--- src/rtl/datapath_seq_if.sv ---
// Instruction/result bus between the decoder sequencer and datapath_seq.
interface datapath_seq_if #(
    parameter int unsigned WIDTH    = 16,
    parameter int unsigned NREGS    = 8,
    parameter int unsigned PC_WIDTH = 9
);
    localparam int unsigned RW = (NREGS > 1) ? $clog2(NREGS) : 1;

    logic                op_valid;
    logic                op_ready;
    logic [1:0]          op_kind;
    logic [1:0]          alu_op;
    logic [1:0]          shift;
    logic [RW-1:0]       rn;
    logic [RW-1:0]       rm;
    logic [RW-1:0]       rd;
    logic                asel;
    logic                bsel;
    logic                wb_en;
    logic                loads;
    logic [WIDTH-1:0]    sximm5;
    logic [WIDTH-1:0]    sximm8;
    logic [WIDTH-1:0]    mdata;
    logic [PC_WIDTH-1:0] PC;
    logic                done;
    logic [WIDTH-1:0]    out;
    logic                N;
    logic                V;
    logic                Z;

    // Decoder side: offers instructions, observes results.
    modport master (
        output op_valid, op_kind, alu_op, shift, rn, rm, rd,
               asel, bsel, wb_en, loads, sximm5, sximm8, mdata, PC,
        input  op_ready, done, out, N, V, Z
    );

    // Datapath side.
    modport slave (
        input  op_valid, op_kind, alu_op, shift, rn, rm, rd,
               asel, bsel, wb_en, loads, sximm5, sximm8, mdata, PC,
        output op_ready, done, out, N, V, Z
    );
endinterface

--- src/rtl/datapath_seq.sv ---
// Self-sequencing datapath: register file, A/B operand registers, shifter,
// 4-function ALU, result register C and N/V/Z flags. One instruction at a
// time is accepted over op_valid/op_ready and walked through READ/EXEC/WB.
module datapath_seq #(
    parameter int unsigned WIDTH    = 16,
    parameter int unsigned NREGS    = 8,
    parameter int unsigned PC_WIDTH = 9
) (
    input  logic          clk,
    input  logic          reset_n,
    datapath_seq_if.slave bus
);
    localparam int unsigned RW  = (NREGS > 1) ? $clog2(NREGS) : 1;
    localparam int unsigned MSB = WIDTH - 1;

    localparam logic [1:0] K_ALU  = 2'd0;
    localparam logic [1:0] K_IMM  = 2'd1;
    localparam logic [1:0] K_MEM  = 2'd2;

    localparam logic [1:0] OP_ADD = 2'b00;
    localparam logic [1:0] OP_SUB = 2'b01;
    localparam logic [1:0] OP_AND = 2'b10;

    localparam logic [1:0] SH_LSL = 2'b01;
    localparam logic [1:0] SH_LSR = 2'b10;
    localparam logic [1:0] SH_ASR = 2'b11;

    typedef enum logic [1:0] {
        S_IDLE = 2'd0,
        S_READ = 2'd1,
        S_EXEC = 2'd2,
        S_WB   = 2'd3
    } state_t;

    // Latched instruction; wval is the writeback source for IMM/MEM/LINK,
    // chosen at accept so the raw sximm8/mdata/PC need not be kept.
    typedef struct packed {
        logic [1:0]       kind;
        logic [1:0]       alu_op;
        logic [1:0]       shift;
        logic [RW-1:0]    rn;
        logic [RW-1:0]    rm;
        logic [RW-1:0]    rd;
        logic             asel;
        logic             bsel;
        logic             wb_en;
        logic             loads;
        logic [WIDTH-1:0] sximm5;
        logic [WIDTH-1:0] wval;
    } cmd_t;

    state_t           state_q;
    state_t           state_d;
    cmd_t             cmd_q;
    cmd_t             cmd_in;
    logic [WIDTH-1:0] regs [NREGS];
    logic [WIDTH-1:0] a_q;
    logic [WIDTH-1:0] b_q;
    logic [WIDTH-1:0] c_q;
    logic             n_q;
    logic             v_q;
    logic             z_q;
    logic             done_q;
    logic             ready_q;

    logic             accept_c;
    logic             load_ab_c;
    logic             load_c_c;
    logic             load_flags_c;
    logic             reg_we_c;
    logic [WIDTH-1:0] reg_wdata_c;
    logic             done_d;
    logic             ready_d;

    logic [WIDTH-1:0] b_sh_c;
    logic [WIDTH-1:0] a_op_c;
    logic [WIDTH-1:0] b_op_c;
    logic [WIDTH-1:0] alu_c;
    logic             alu_v_c;

    // Command capture: gather the bus fields and pick the writeback source.
    always_comb begin
        cmd_in        = '0;
        cmd_in.kind   = bus.op_kind;
        cmd_in.alu_op = bus.alu_op;
        cmd_in.shift  = bus.shift;
        cmd_in.rn     = bus.rn;
        cmd_in.rm     = bus.rm;
        cmd_in.rd     = bus.rd;
        cmd_in.asel   = bus.asel;
        cmd_in.bsel   = bus.bsel;
        cmd_in.wb_en  = bus.wb_en;
        cmd_in.loads  = bus.loads;
        cmd_in.sximm5 = bus.sximm5;
        case (bus.op_kind)
            K_IMM:   cmd_in.wval = bus.sximm8;
            K_MEM:   cmd_in.wval = bus.mdata;
            default: cmd_in.wval = WIDTH'(bus.PC);
        endcase
    end

    // State register.
    always_ff @(posedge clk or negedge reset_n) begin
        if (!reset_n) begin
            state_q <= S_IDLE;
        end else begin
            state_q <= state_d;
        end
    end

    // Next-state: ALU ops take READ/EXEC, the load-style ops go straight to WB.
    always_comb begin
        state_d = state_q;
        case (state_q)
            S_IDLE: begin
                if (bus.op_valid) begin
                    state_d = (bus.op_kind == K_ALU) ? S_READ : S_WB;
                end
            end
            S_READ:  state_d = S_EXEC;
            S_EXEC:  state_d = S_WB;
            S_WB:    state_d = S_IDLE;
            default: state_d = S_IDLE;
        endcase
    end

    // Output/control decode: datapath enables plus next values of done/op_ready.
    always_comb begin
        accept_c     = 1'b0;
        load_ab_c    = 1'b0;
        load_c_c     = 1'b0;
        load_flags_c = 1'b0;
        reg_we_c     = 1'b0;
        reg_wdata_c  = cmd_q.wval;
        done_d       = (state_d == S_WB);
        ready_d      = (state_d == S_IDLE);
        case (state_q)
            S_IDLE: accept_c = bus.op_valid;
            S_READ: load_ab_c = 1'b1;
            S_EXEC: begin
                load_c_c     = 1'b1;
                load_flags_c = cmd_q.loads;
            end
            S_WB: begin
                if (cmd_q.kind == K_ALU) begin
                    reg_we_c    = cmd_q.wb_en;
                    reg_wdata_c = c_q;
                end else begin
                    reg_we_c = 1'b1;
                end
            end
            default: ;
        endcase
    end

    // Shifter on B, operand selection and ALU with signed-overflow detect.
    always_comb begin
        case (cmd_q.shift)
            SH_LSL:  b_sh_c = {b_q[MSB-1:0], 1'b0};
            SH_LSR:  b_sh_c = {1'b0, b_q[MSB:1]};
            SH_ASR:  b_sh_c = {b_q[MSB], b_q[MSB:1]};
            default: b_sh_c = b_q;
        endcase
        a_op_c  = cmd_q.asel ? '0 : a_q;
        b_op_c  = cmd_q.bsel ? cmd_q.sximm5 : b_sh_c;
        alu_v_c = 1'b0;
        case (cmd_q.alu_op)
            OP_ADD: begin
                alu_c   = a_op_c + b_op_c;
                alu_v_c = (a_op_c[MSB] == b_op_c[MSB]) && (alu_c[MSB] != a_op_c[MSB]);
            end
            OP_SUB: begin
                alu_c   = a_op_c - b_op_c;
                alu_v_c = (a_op_c[MSB] != b_op_c[MSB]) && (alu_c[MSB] != a_op_c[MSB]);
            end
            OP_AND:  alu_c = a_op_c & b_op_c;
            default: alu_c = ~b_op_c;
        endcase
    end

    // Command register, handshake outputs, operand/result registers and flags.
    always_ff @(posedge clk or negedge reset_n) begin
        if (!reset_n) begin
            cmd_q   <= '0;
            a_q     <= '0;
            b_q     <= '0;
            c_q     <= '0;
            n_q     <= 1'b0;
            v_q     <= 1'b0;
            z_q     <= 1'b0;
            done_q  <= 1'b0;
            ready_q <= 1'b1;
        end else begin
            done_q  <= done_d;
            ready_q <= ready_d;
            if (accept_c) begin
                cmd_q <= cmd_in;
            end
            if (load_ab_c) begin
                a_q <= regs[cmd_q.rn];
                b_q <= regs[cmd_q.rm];
            end
            if (load_c_c) begin
                c_q <= alu_c;
            end
            if (load_flags_c) begin
                n_q <= alu_c[MSB];
                v_q <= alu_v_c;
                z_q <= (alu_c == '0);
            end
        end
    end

    // Register file; a reset mid-instruction abandons the pending write.
    always_ff @(posedge clk or negedge reset_n) begin
        if (!reset_n) begin
            for (int unsigned i = 0; i < NREGS; i++) begin
                regs[i] <= '0;
            end
        end else if (reg_we_c) begin
            regs[cmd_q.rd] <= reg_wdata_c;
        end
    end

    assign bus.op_ready = ready_q;
    assign bus.done     = done_q;
    assign bus.out      = c_q;
    assign bus.N        = n_q;
    assign bus.V        = v_q;
    assign bus.Z        = z_q;
endmodule

--- src/flat_wrapper.sv ---
// flat-port wrapper written by rule: the top's interface ports become plain ports
module datapath_seq_flat 
#(
    parameter int unsigned WIDTH    = 16,
    parameter int unsigned NREGS    = 8,
    parameter int unsigned PC_WIDTH = 9
)
  (clk, reset_n, bus_op_valid, bus_op_kind, bus_alu_op, bus_shift, bus_rn, bus_rm, bus_rd, bus_asel, bus_bsel, bus_wb_en, bus_loads, bus_sximm5, bus_sximm8, bus_mdata, bus_PC, bus_op_ready, bus_done, bus_out, bus_N, bus_V, bus_Z);
  datapath_seq_if #(.WIDTH(WIDTH), .NREGS(NREGS), .PC_WIDTH(PC_WIDTH)) bus_i ();
  input  logic clk;
  input  logic reset_n;
  input wire logic [$bits(bus_i.op_valid)-1:0] bus_op_valid;
  input wire logic [$bits(bus_i.op_kind)-1:0] bus_op_kind;
  input wire logic [$bits(bus_i.alu_op)-1:0] bus_alu_op;
  input wire logic [$bits(bus_i.shift)-1:0] bus_shift;
  input wire logic [$bits(bus_i.rn)-1:0] bus_rn;
  input wire logic [$bits(bus_i.rm)-1:0] bus_rm;
  input wire logic [$bits(bus_i.rd)-1:0] bus_rd;
  input wire logic [$bits(bus_i.asel)-1:0] bus_asel;
  input wire logic [$bits(bus_i.bsel)-1:0] bus_bsel;
  input wire logic [$bits(bus_i.wb_en)-1:0] bus_wb_en;
  input wire logic [$bits(bus_i.loads)-1:0] bus_loads;
  input wire logic [$bits(bus_i.sximm5)-1:0] bus_sximm5;
  input wire logic [$bits(bus_i.sximm8)-1:0] bus_sximm8;
  input wire logic [$bits(bus_i.mdata)-1:0] bus_mdata;
  input wire logic [$bits(bus_i.PC)-1:0] bus_PC;
  output wire logic [$bits(bus_i.op_ready)-1:0] bus_op_ready;
  output wire logic [$bits(bus_i.done)-1:0] bus_done;
  output wire logic [$bits(bus_i.out)-1:0] bus_out;
  output wire logic [$bits(bus_i.N)-1:0] bus_N;
  output wire logic [$bits(bus_i.V)-1:0] bus_V;
  output wire logic [$bits(bus_i.Z)-1:0] bus_Z;
  assign bus_i.op_valid = bus_op_valid;
  assign bus_i.op_kind = bus_op_kind;
  assign bus_i.alu_op = bus_alu_op;
  assign bus_i.shift = bus_shift;
  assign bus_i.rn = bus_rn;
  assign bus_i.rm = bus_rm;
  assign bus_i.rd = bus_rd;
  assign bus_i.asel = bus_asel;
  assign bus_i.bsel = bus_bsel;
  assign bus_i.wb_en = bus_wb_en;
  assign bus_i.loads = bus_loads;
  assign bus_i.sximm5 = bus_sximm5;
  assign bus_i.sximm8 = bus_sximm8;
  assign bus_i.mdata = bus_mdata;
  assign bus_i.PC = bus_PC;
  assign bus_op_ready = bus_i.op_ready;
  assign bus_done = bus_i.done;
  assign bus_out = bus_i.out;
  assign bus_N = bus_i.N;
  assign bus_V = bus_i.V;
  assign bus_Z = bus_i.Z;
  datapath_seq #(.WIDTH(WIDTH), .NREGS(NREGS), .PC_WIDTH(PC_WIDTH)) u_core (.clk(clk), .reset_n(reset_n), .bus(bus_i));
endmodule
--- config.mk ---
export PLATFORM = sky130hd
export DESIGN_NAME = datapath_seq_flat
export DESIGN_NICKNAME = d
export VERILOG_FILES = /design/src/rtl/datapath_seq_if.sv /design/src/rtl/datapath_seq.sv /design/src/flat_wrapper.sv
export SDC_FILE = /design/constraint.sdc
export NUM_CORES = 1
export LEC_CHECK = 0
export CELL_PAD_IN_SITES_DETAIL_PLACEMENT = 1
export CELL_PAD_IN_SITES_GLOBAL_PLACEMENT = 2
export CORE_UTILIZATION = 42
export DETAILED_ROUTE_END_ITERATION = 10
export PLACE_DENSITY = 0.83
export SLEW_MARGIN = 20
export SYNTH_ARGS = -nofsm -noshare
export SYNTH_HDL_FRONTEND = slang
export SYNTH_SLANG_ARGS = --single-unit
export TNS_END_PERCENT = 1
--- constraint.sdc ---
create_clock -name clk -period 6.4 [get_ports clk]
set_clock_uncertainty 0.2 [all_clocks]
set_input_delay 0.96 -clock clk [delete_from_list [all_inputs] [get_ports clk]]
set_output_delay 0.96 -clock clk [all_outputs]
set_load 0.03 [all_outputs]
* Word level (Yosys, flattened, before mapping) *
Index checks and enable logic that the tools add are counted.

word-level totals
  register bits = 234
  bits of input ports = 79
  output and inout bits = 21

cells by class
  add/sub/neg operators = 2
  $lt $le $gt $ge = 4
  equality and inequality tests = 15
  mux-type cells = 26
  bitwise gates (word level) = 5
  reduce and logical (&&, ||, !) cells = 9

operators with widths
  operator                                                     number
  two-way mux 16 bit                                           9
  bitwise mux 128 bit                                          1
  binary-select mux 16 bit (select 3 bit)                      2
  one-hot mux 16 bit (3 select lines)                          2
  demux 16 bit (select 3 bit)                                  1
  one-hot mux 16 bit (2 select lines)                          1
  adder 16 bit                                                 1
  AND 16 bit                                                   1
  zero test 16 bit                                             1
  NOT 16 bit                                                   1
  subtractor 16 bit                                            1
  == test 2 bit (second input constant)                        7
  greater-or-equal comparator 4 bit (second input constant)    3
  NOT 3 -> 4 bit                                               3
  zero test 2 bit                                              5
  == test 2 x 1 -> 1 bit (second input constant)               4
  one-hot mux 2 bit (4 select lines)                           1
  two-way mux 1 bit                                            6
  less-than comparator 4 x 1 -> 1 bit (second input constant)  1
  two-way mux 2 bit                                            2
  logical AND 1 bit                                            3
  != test 1 bit                                                3
  one-hot mux 1 bit (2 select lines)                           1
  == test 1 bit                                                1

* Longest topological paths before layout *
Gate-level depths: netlist of the first run.

  word-level depth = 7
  gate-level depth with buffers = 18

* Worst setup path after synthesis of the first run *
No wires, ideal clock.

  path kind = flip-flop to flip-flop
  start = register u_core.cmd_q[45] (netlist bit)
  end = register u_core.n_q, in the netlist u_core.bus.N
  setup time = 0.128 ns
  arrival time = 3.468 ns
  data required time = 6.072 ns
  slack = 2.604 ns
  cell stages (with the launch flop) = 19
  buffers on the path = 3
  period minus slack after synthesis = 3.796 ns
  cell sequence = dfrtp_1 -> buf_6 -> buf_2 -> mux2_2 -> mux2i_1 -> nand2_1 -> o21ai_0 -> inv_1 -> ha_1 -> buf_2 -> inv_1 -> a211o_1 -> or3_1 -> o221ai_1 -> o41ai_1 -> mux2i_1 -> xnor2_1 -> mux2i_1 -> mux2_1

on the way
  longest elaborated chain between the ends = 5
  elaborated cells between the ends (all ways) = 10

RTL lines
  what                                                            line                 RTL
  from (decl)                                                     datapath_seq.sv:54   cmd_t cmd_q;
  from (signal assigned)                                          datapath_seq.sv:197  cmd_q <= cmd_in;
  == test 2 bit / == test 2 x 1 -> 1 bit (equally long branches)  datapath_seq.sv:158  case (cmd_q.shift)
  one-hot mux 16 bit (3 select lines) *                           datapath_seq.sv:158
  two-way mux 16 bit *                                            datapath_seq.sv:165  b_op_c = cmd_q.bsel ? cmd_q.sximm5 : b_sh_c;
  subtractor 16 bit (tied with other cells)                       datapath_seq.sv:173  alu_c = a_op_c - b_op_c;
  one-hot mux 16 bit (3 select lines) *                           datapath_seq.sv:167  case (cmd_q.alu_op)
  to (signal assigned)                                            datapath_seq.sv:207  n_q <= alu_c[MSB];
  to (decl)                                                       datapath_seq.sv:60   logic n_q;

Mark *: on every way between the ends. The rest lies on a longest branch, timed or not.
A chain may end at the register's enable or synchronous reset.

* Worst setup path after layout of the first run *
  start = register u_core.cmd_q[46] (netlist bit)
  end = register u_core.n_q, in the netlist u_core.bus.N

Same word-level chain as after synthesis.

==> results of run 1 <==
==> worst max path at each step <==
stage	from	end	depth (start not counted)
after floorplan	u_core.cmd_q[45]$_DFFE_PN0P_	u_core.bus.N$_DFFE_PN0P_	18
after global placement	u_core.cmd_q[45]$_DFFE_PN0P_	u_core.bus.Z$_DFFE_PN0P_	14
after detailed placement	u_core.cmd_q[46]$_DFFE_PN0P_	u_core.bus.N$_DFFE_PN0P_	13
after CTS	u_core.cmd_q[46]$_DFFE_PN0P_	u_core.bus.N$_DFFE_PN0P_	13
after global routing	u_core.cmd_q[46]$_DFFE_PN0P_	u_core.bus.N$_DFFE_PN0P_	13
final	u_core.cmd_q[46]$_DFFE_PN0P_	u_core.bus.N$_DFFE_PN0P_	13
==> critical path, delay by kind of cell (launching register included) <==
family                   cells  cell delay, ps
AO/OA/AOI/OAI                5            1790
XOR/XNOR                     1             190
buffers and inverters        1             110
multiplexers                 3             590
adder cells (fa/ha/maj)      1             330
AND/OR/NAND/NOR              2             410
flip-flops                   1             800
==> state kept, by name (all words and copies together), names as in the netlist <==
register / flops
u_core.regs: 128
u_core.cmd_q: 51
u_core.a_q: 16
u_core.b_q: 16
u_core.bus.out: 16
u_core.state_q: 2
u_core.bus.N: 1
u_core.bus.V: 1
u_core.bus.Z: 1
u_core.bus.done: 1
u_core.bus.op_ready: 1
==> power groups by stage <==
| stage | registers [W] | clock network [W] | logic [W] |
|---|---|---|---|
| after floorplan | 0.00268 | 0 | 0.00433 |
| after global placement | 0.00292 | 0 | 0.00575 |
| after detailed placement | 0.00297 | 0 | 0.00587 |
| after CTS | 0.00296 | 0.00163 | 0.00591 |
| after global routing | 0.00307 | 0.00169 | 0.00643 |
| final | 0.00297 | 0.00159 | 0.00590 |
==> routing by layer <==
| layer | share of wire [%] | vias up | global-route usage, % |
|---|---|---|---|
| met2 | 49 | 192 | 44.0 |
| met5 | 0 | - | 0 |
| li1 | - | 4751 | - |
| met4 | 2.1 | 0 | 5.54 |
| met3 | 3.8 | 58 | 3.15 |
| met1 | 45 | 5289 | 35.7 |
==> final cells by class <==
cell class	instances	area, sq um
clock buffers	42	823
fillers	3345	15400
repair buffers	118	1150
clock inverters	10	108
flip-flops and latches	234	5860
well taps	396	495
inverters	37	139
multi-input cells	924	6960
==> layout by cell type (no fill, tap or decap), types with 5 or more instances in the layout <==
| cell | count |
|---|---|
| a31oi_1 | 6 |
| clkinv_2 | 6 |
| a211oi_1 | 8 |
| nand2_1 | 114 |
| buf_4 | 18 |
| clkbuf_16 | 28 |
| a21oi_1 | 127 |
| nor4_1 | 5 |
| o21ai_0 | 120 |
| xor2_1 | 6 |
| mux2i_1 | 67 |
| xnor2_1 | 7 |
| nor2_1 | 137 |
| clkbuf_1 | 7 |
| mux2_2 | 50 |
| o211ai_1 | 9 |
| ha_1 | 39 |
| nand2b_1 | 6 |
| mux4_2 | 64 |
| inv_1 | 36 |
| dfrtp_1 | 229 |
| nor3_1 | 7 |
| a22oi_1 | 17 |
| clkbuf_8 | 7 |
| a211o_1 | 7 |
| clkdlybuf4s50_1 | 98 |
| o221ai_1 | 7 |
| nor2b_1 | 28 |
==> stage by stage <==
step	cell area (sq um)	util (%)	setup slack [ps]
floorplan	13300	-	2600
global placement	14600	47.3	2060
detailed placement	14600	47.3	1920
CTS	15500	50.3	1900
global route	15500	50.3	1440
finish	15500	50.3	1860
==> logic make-up after synthesis <==
kind of cell / Yosys count / synth area share (%)
compound gates: 349 / 15.6
xor+xnor: 13 / 0.855
fa+ha+maj: 42 / 4.06
buf+inv: 134 / 4.09
flops: 234 / 44.0
mux: 182 / 20.2
simple gates: 338 / 11.3
==> summary.md, run 1 <==
| Metric | Value |
|---|---|
| Most common cell in the synthesized netlist | dfrtp_1 |
| Sw Ratio | 45.9% |
| H-Tree Depth | 1 |
| Slew Viols, Final | 0 |
| Register area share after synthesis | 44.0% |
| Crit-path slowest cell | dfrtp_1 |
| Input/output buffers | a little under 100 |
| Sequential power share | roughly 28% |
| Post-layout min period | 4540 ps |
| Synth unique cells | 76 |
| Power density cells | a little under 700 mW/mm^2 |
| Ys async rst share | 100% |
| Yosys warnings | 0 |
| Launch point of the worst reg-to-reg path | u_core.cmd_q[46]$_DFFE_PN0P_ |
| Number of synthesized flops with an enable pin | 0 |
| Fin cells | 1761 |
| # IOs | 100 |
| Nets | 1464 |
| Ant. Diodes | 0 |
| Slew margin rel. | between 20 and 25% |
| Die height | roughly 180 microns |
| Pin count of the biggest net entering global routing | 147 |
| Crit-path max FO | 23 |
| Vias in the first global route | around 11000 |
| DRT antenna net count | 0 |
| Reg clk slew, reported paths | around 60 ps |
| Prevailing post-synth register cell | dfrtp_1 |
| Cell accounting for the most synthesized area | dfrtp_1 |
| Final Hold Fails | 0 |
| Via density per instance | 5.84 |
| Syn Nets | 1413 |
| Crit path top cell by count | mux2i_1 |
| Layout cells sized above 1 | approximately 15% |
| Max Freq | 220 MHz |
| Max-cap violations | 0 |
| RSZ-0062 raised after global routing | false |
| Tot GR Track Use | 25.9% |
| Die area | approximately 0.032 sq mm |
| Cell count after synthesis | 1292 |
| Post-DR wirelength/cell | 23.4 microns |
| CTS Sinks | ~230 |
| Remaining DRCs | 0 |
| Final setup TNS | 0 ps |
| Clock Path Buffers | 3 |
| WP data required | about 6600 ps |
| Starting density of the core | 43.1% |
| Clock root cell | clkbuf_16 |
| Placer congestion estimate | 0.847 |
| Largest stage delay on the critical path | ~800 ps |
| Synth top area cells | dfrtp_1, mux4_2, mux2i_1 |
| Overall power | 0.0105 W |
| DR pass1 iterations | 5 |
| Register bit total from synthesis | 234 |
| Cells along the critical path | nand2b_1 > o221ai_1 > inv_1 > ha_1 > a211oi_1 > nor3b_1 > o22ai_1 > o21ai_0 > a221oi_2 > mux2i_1 > xnor2_1 > mux2i_1 > mux2_1 |
| Hold buffers post-CTS | 0 |
| Post-CTS repair timing setup buffer count | 0 |
| DR iter-0 viols | 606 |
| Gate power share | 56.4% |
| Worst VDD drop | 0.000453 V |
| Post-Syn Area | 0.0133 sq mm |
| Syn_area_per_cell | 10.3 sq um |
| CP arrival | 4770 ps |
| Worst-Margin Slew | 1110 ps |
| Worst hold path class | input pin to async pin |
| Row count | 64 |
| Core box area | 0.0309 sq mm |
| CTS tree | done |
| Layout area overhead | 16.6% |
| Fin crit share | 71.0% |
| Die Wd | 180 microns |
| Net Sw Power | 0.00480 W |
| First-pass GRT wire length | 64800 microns |
| Status | finished, final reports clean |
| Clock power share | between 10% and 20% |
| HPWL Detailed | approximately 28000 microns |
| Leak Pwr | 6.55 nW |
| Total grt overflow | 0 |
| CTS resizes | 0 |
| Via count | 10300 |
| CP Capture Type | flip-flop |
| Final setup fails | 0 |
| Initial antenna violation count | 0 |
| Area fraction of the dominant cell type after synthesis | 43.8% |
| CTS Buf Count | 28 |
| Worst-Skew Late Latency | 590 ps |
| Synth cell count leaders | dfrtp_1, nor2_1, a21oi_1, o21ai_0, nand2_1 |
| CP Launch Type | flip-flop |
| Drt total wl | approximately 41000 microns |
| Reg2Reg Depth | 13 |
| Worst hold slack | approximately 140 ps |
| Cell total after placement | approximately 1700 |
| Reg2Reg Setup Slack | roughly 1900 ps |
| RR Endpoint | u_core.bus.N$_DFFE_PN0P_ |
| CP Class | flip-flop to flip-flop |
| Internal power | 0.00566 W |
Note: power is estimated with default switching activity, not from simulation.
==> inputs of run 2 (changes only) <==
--- a/config.mk
+++ b/config.mk
@@ -7,9 +7,9 @@
 export LEC_CHECK = 0
 export CELL_PAD_IN_SITES_DETAIL_PLACEMENT = 1
 export CELL_PAD_IN_SITES_GLOBAL_PLACEMENT = 2
-export CORE_UTILIZATION = 42
+export CORE_UTILIZATION = 35
 export DETAILED_ROUTE_END_ITERATION = 10
-export PLACE_DENSITY = 0.83
+export PLACE_DENSITY = 0.74
 export SLEW_MARGIN = 20
 export SYNTH_ARGS = -nofsm -noshare
 export SYNTH_HDL_FRONTEND = slang
==> constraint.sdc (replaced) <==
create_clock -name clk -period 3.9 [get_ports clk]
set_clock_uncertainty 0.2 [all_clocks]
set_input_delay 0.585 -clock clk [delete_from_list [all_inputs] [get_ports clk]]
set_output_delay 0.585 -clock clk [all_outputs]
set_load 0.03 [all_outputs]
==> run 2 against run 1 <==
Core utilization shrank 5.9 points. Register-to-register slack got worse by 1800 ps. Cell count rose by 11%. Sequential share of layout area shrank 2.6 points. Wire length up 7.9%. Final area rose by 7.3%. Flip-flop and latch count is the same. Via count increased by 2.9%. Clock-buffer cell count stayed put. Maximum frequency up 17%. Critical path type unchanged.
==> summary.md, run 2 (synthesis gave the netlist of run 1 again) <==
| Metric | Value |
|---|---|
| Status | finished, final reports clean |
| Final WS setup | 31.5 ps (-1830 ps) |
| DRT antenna net count | 0 (unchanged) |
| Via count | 10600 (+2.9%) |
| Total grt overflow | 0 (unchanged) |
| Worst-Skew Late Latency | 580 ps (about the same) |
| Nets | 1545 (+5.5%) |
| Starting density of the core | 35.5% (-7.6 points) |
| Max Freq | 258 MHz (+17%) |
| WP data required | 4180 ps (-2450 ps) |
| RSZ-0062 raised after global routing | true |
| Die Wd | 197 microns (+9.4%) |
| CP Class | flip-flop to flip-flop |
| # IOs | 100 (unchanged) |
| Fin crit share | 99.2% (+28 points) |
| Drt total wl | 44500 microns (+7.9%) |
| Clock root cell | clkbuf_16 |
| Die height | 197 microns (+9.4%) |
| CTS Buf Count | 28 (unchanged) |
| Placer congestion estimate | 0.855 (+0.85%) |
| Slew margin rel. | 31.5% (+7.4 points) |
| CP Capture Type | flip-flop |
| Reg clk slew, reported paths | 60 ps (about the same) |
| Crit-path max FO | 4 (-83%) |
| Input/output buffers | 99 (unchanged) |
| Row count | 71 (+11%) |
| Max reg flops | 128 (unchanged) |
| Post-DR wirelength/cell | 22.8 microns (-2.8%) |
| Vias in the first global route | 11200 (+3.6%) |
| Worst hold path class | flip-flop to flip-flop |
| CP arrival | 4150 ps (-620 ps) |
| Layout cells sized above 1 | 22.6% (+7.5 points) |
| Largest registers | u_core.regs: 128 flops, u_core.cmd_q: 51 flops |
| Clock Path Buffers | 3 (unchanged) |
| Most frequent cells in the layout | dfrtp_1, nor2_1, a21oi_1 |
| Post-layout min period | 3870 ps (-673 ps) |
| Layout area overhead | 25.1% |
| Core box area | 0.0376 sq mm (+22%) |
| Remaining DRCs | 0 (unchanged) |
| Via density per instance | 5.42 (-7.3%) |
| Reg2Reg Setup Slack | 30 ps (-1830 ps) |
| Ant. Diodes | 0 (unchanged) |
| CP Launch Type | flip-flop |
| Fin cells | 1955 (+11%) |
| CTS tree | done |
| Most common cell after layout, fill and taps aside | dfrtp_1 |
| Cell total after placement | 1894 (+11%) |
| DR pass1 iterations | 4 (-1) |
| Die area | 0.0388 sq mm (+20%) |
| Pre-CTS setup slack | -83.7 ps (-2000 ps) |
| Area after DPL | 0.0153 sq mm (+4.7%) |
| Worst-Margin Slew | 1000 ps (-109 ps) |
| Initial antenna violation count | 2 (+2) |
| Final setup fails | 0 (unchanged) |
| Pin count of the biggest net entering global routing | 81 (-45%) |
| CTS Sinks | 234 (unchanged) |
| Worst hold slack | 283 ps (+138 ps) |
| HPWL Detailed | 31500 microns (+13%) |
| Tot GR Track Use | 23.4% (-2.5 points) |
| Post-route design area | 0.0167 sq mm (+7.3%) |
| Final Hold Fails | 0 (unchanged) |
| First-pass GRT wire length | 69000 microns (+6.5%) |
| DR iter-0 viols | 516 (-15%) |
| Max-cap violations | 0 (unchanged) |
| Register with the most flip-flops | u_core.regs |
| Slew Viols, Final | 0 (unchanged) |
| H-Tree Depth | 1 (unchanged) |
==> run 2: metrics by stage <==
stage          util [%]  setup TNS, ps
2_1_floorplan         -              0
3_3_place_gp       40.7          -34.9
3_5_place_dp       40.7           -114
4_1_cts            43.4              0
5_1_grt            44.3           -280
6_report           44.3              0
==> run 2: timing repair <==
item                                   in CTS  in global routing
endpoints found under the hold margin      77                  0
resized for setup                           7                 59
buffers inserted                            0                 10
hold buffers                                1                  0
pin swaps                                   4                 26
setup endpoints to repair                   3                  5
cloned                                      0                  0
==> run 2: cell type report <==
cell class,count,area (sq um)
clock inverters,8,121
well taps,511,639
clock buffers,42,833
inverters,37,141
fillers,4110,20900
flip-flops and latches,234,5860
repair buffers,199,1800
multi-input cells,924,7270
==> run 2: layer usage <==
| layer | share of wire [%] | global-route usage, % | up-vias |
|---|---|---|---|
| li1 | - | - | 4911 |
| met1 | 45 | 31.6 | 5430 |
| met2 | 49 | 39.4 | 177 |
| met3 | 3.5 | 3.36 | 70 |
| met4 | 2.9 | 6.43 | 0 |
| met5 | 0 | 0.383 | - |
==> run 2: final timing paths <==
path,cells past startpoint,to,from
setup / recovery,13,u_core.bus.Z$_DFFE_PN0P_,u_core.cmd_q[45]$_DFFE_PN0P_
hold / removal,2,u_core.cmd_q[15]$_DFFE_PN0P_,u_core.cmd_q[15]$_DFFE_PN0P_
setup reg to reg,13,u_core.bus.Z$_DFFE_PN0P_,u_core.cmd_q[45]$_DFFE_PN0P_
hold reg to reg,2,u_core.cmd_q[15]$_DFFE_PN0P_,u_core.cmd_q[15]$_DFFE_PN0P_
max in group asynchronous,3,u_core.cmd_q[30]$_DFFE_PN0P_,reset_n
min in group asynchronous,2,u_core.b_q[9]$_DFFE_PN0N_,reset_n
==> run 2: critical path: stages, from the launching register on <==
cell       delay, ps
dfrtp_2          430
buf_6            140
or3b_4           410
a2bb2oi_4        220
ha_4             180
inv_2             50
fa_2             530
a211oi_2          70
a221oi_2         280
nand4b_1         150
or4b_4           570
a2111oi_4        290
nand4_1          140
o21ai_1          150
Power of run 2 is left out: the tool's default activity adds up to more than one toggle a clock period on the data nets, which glitch-free logic cannot reach.
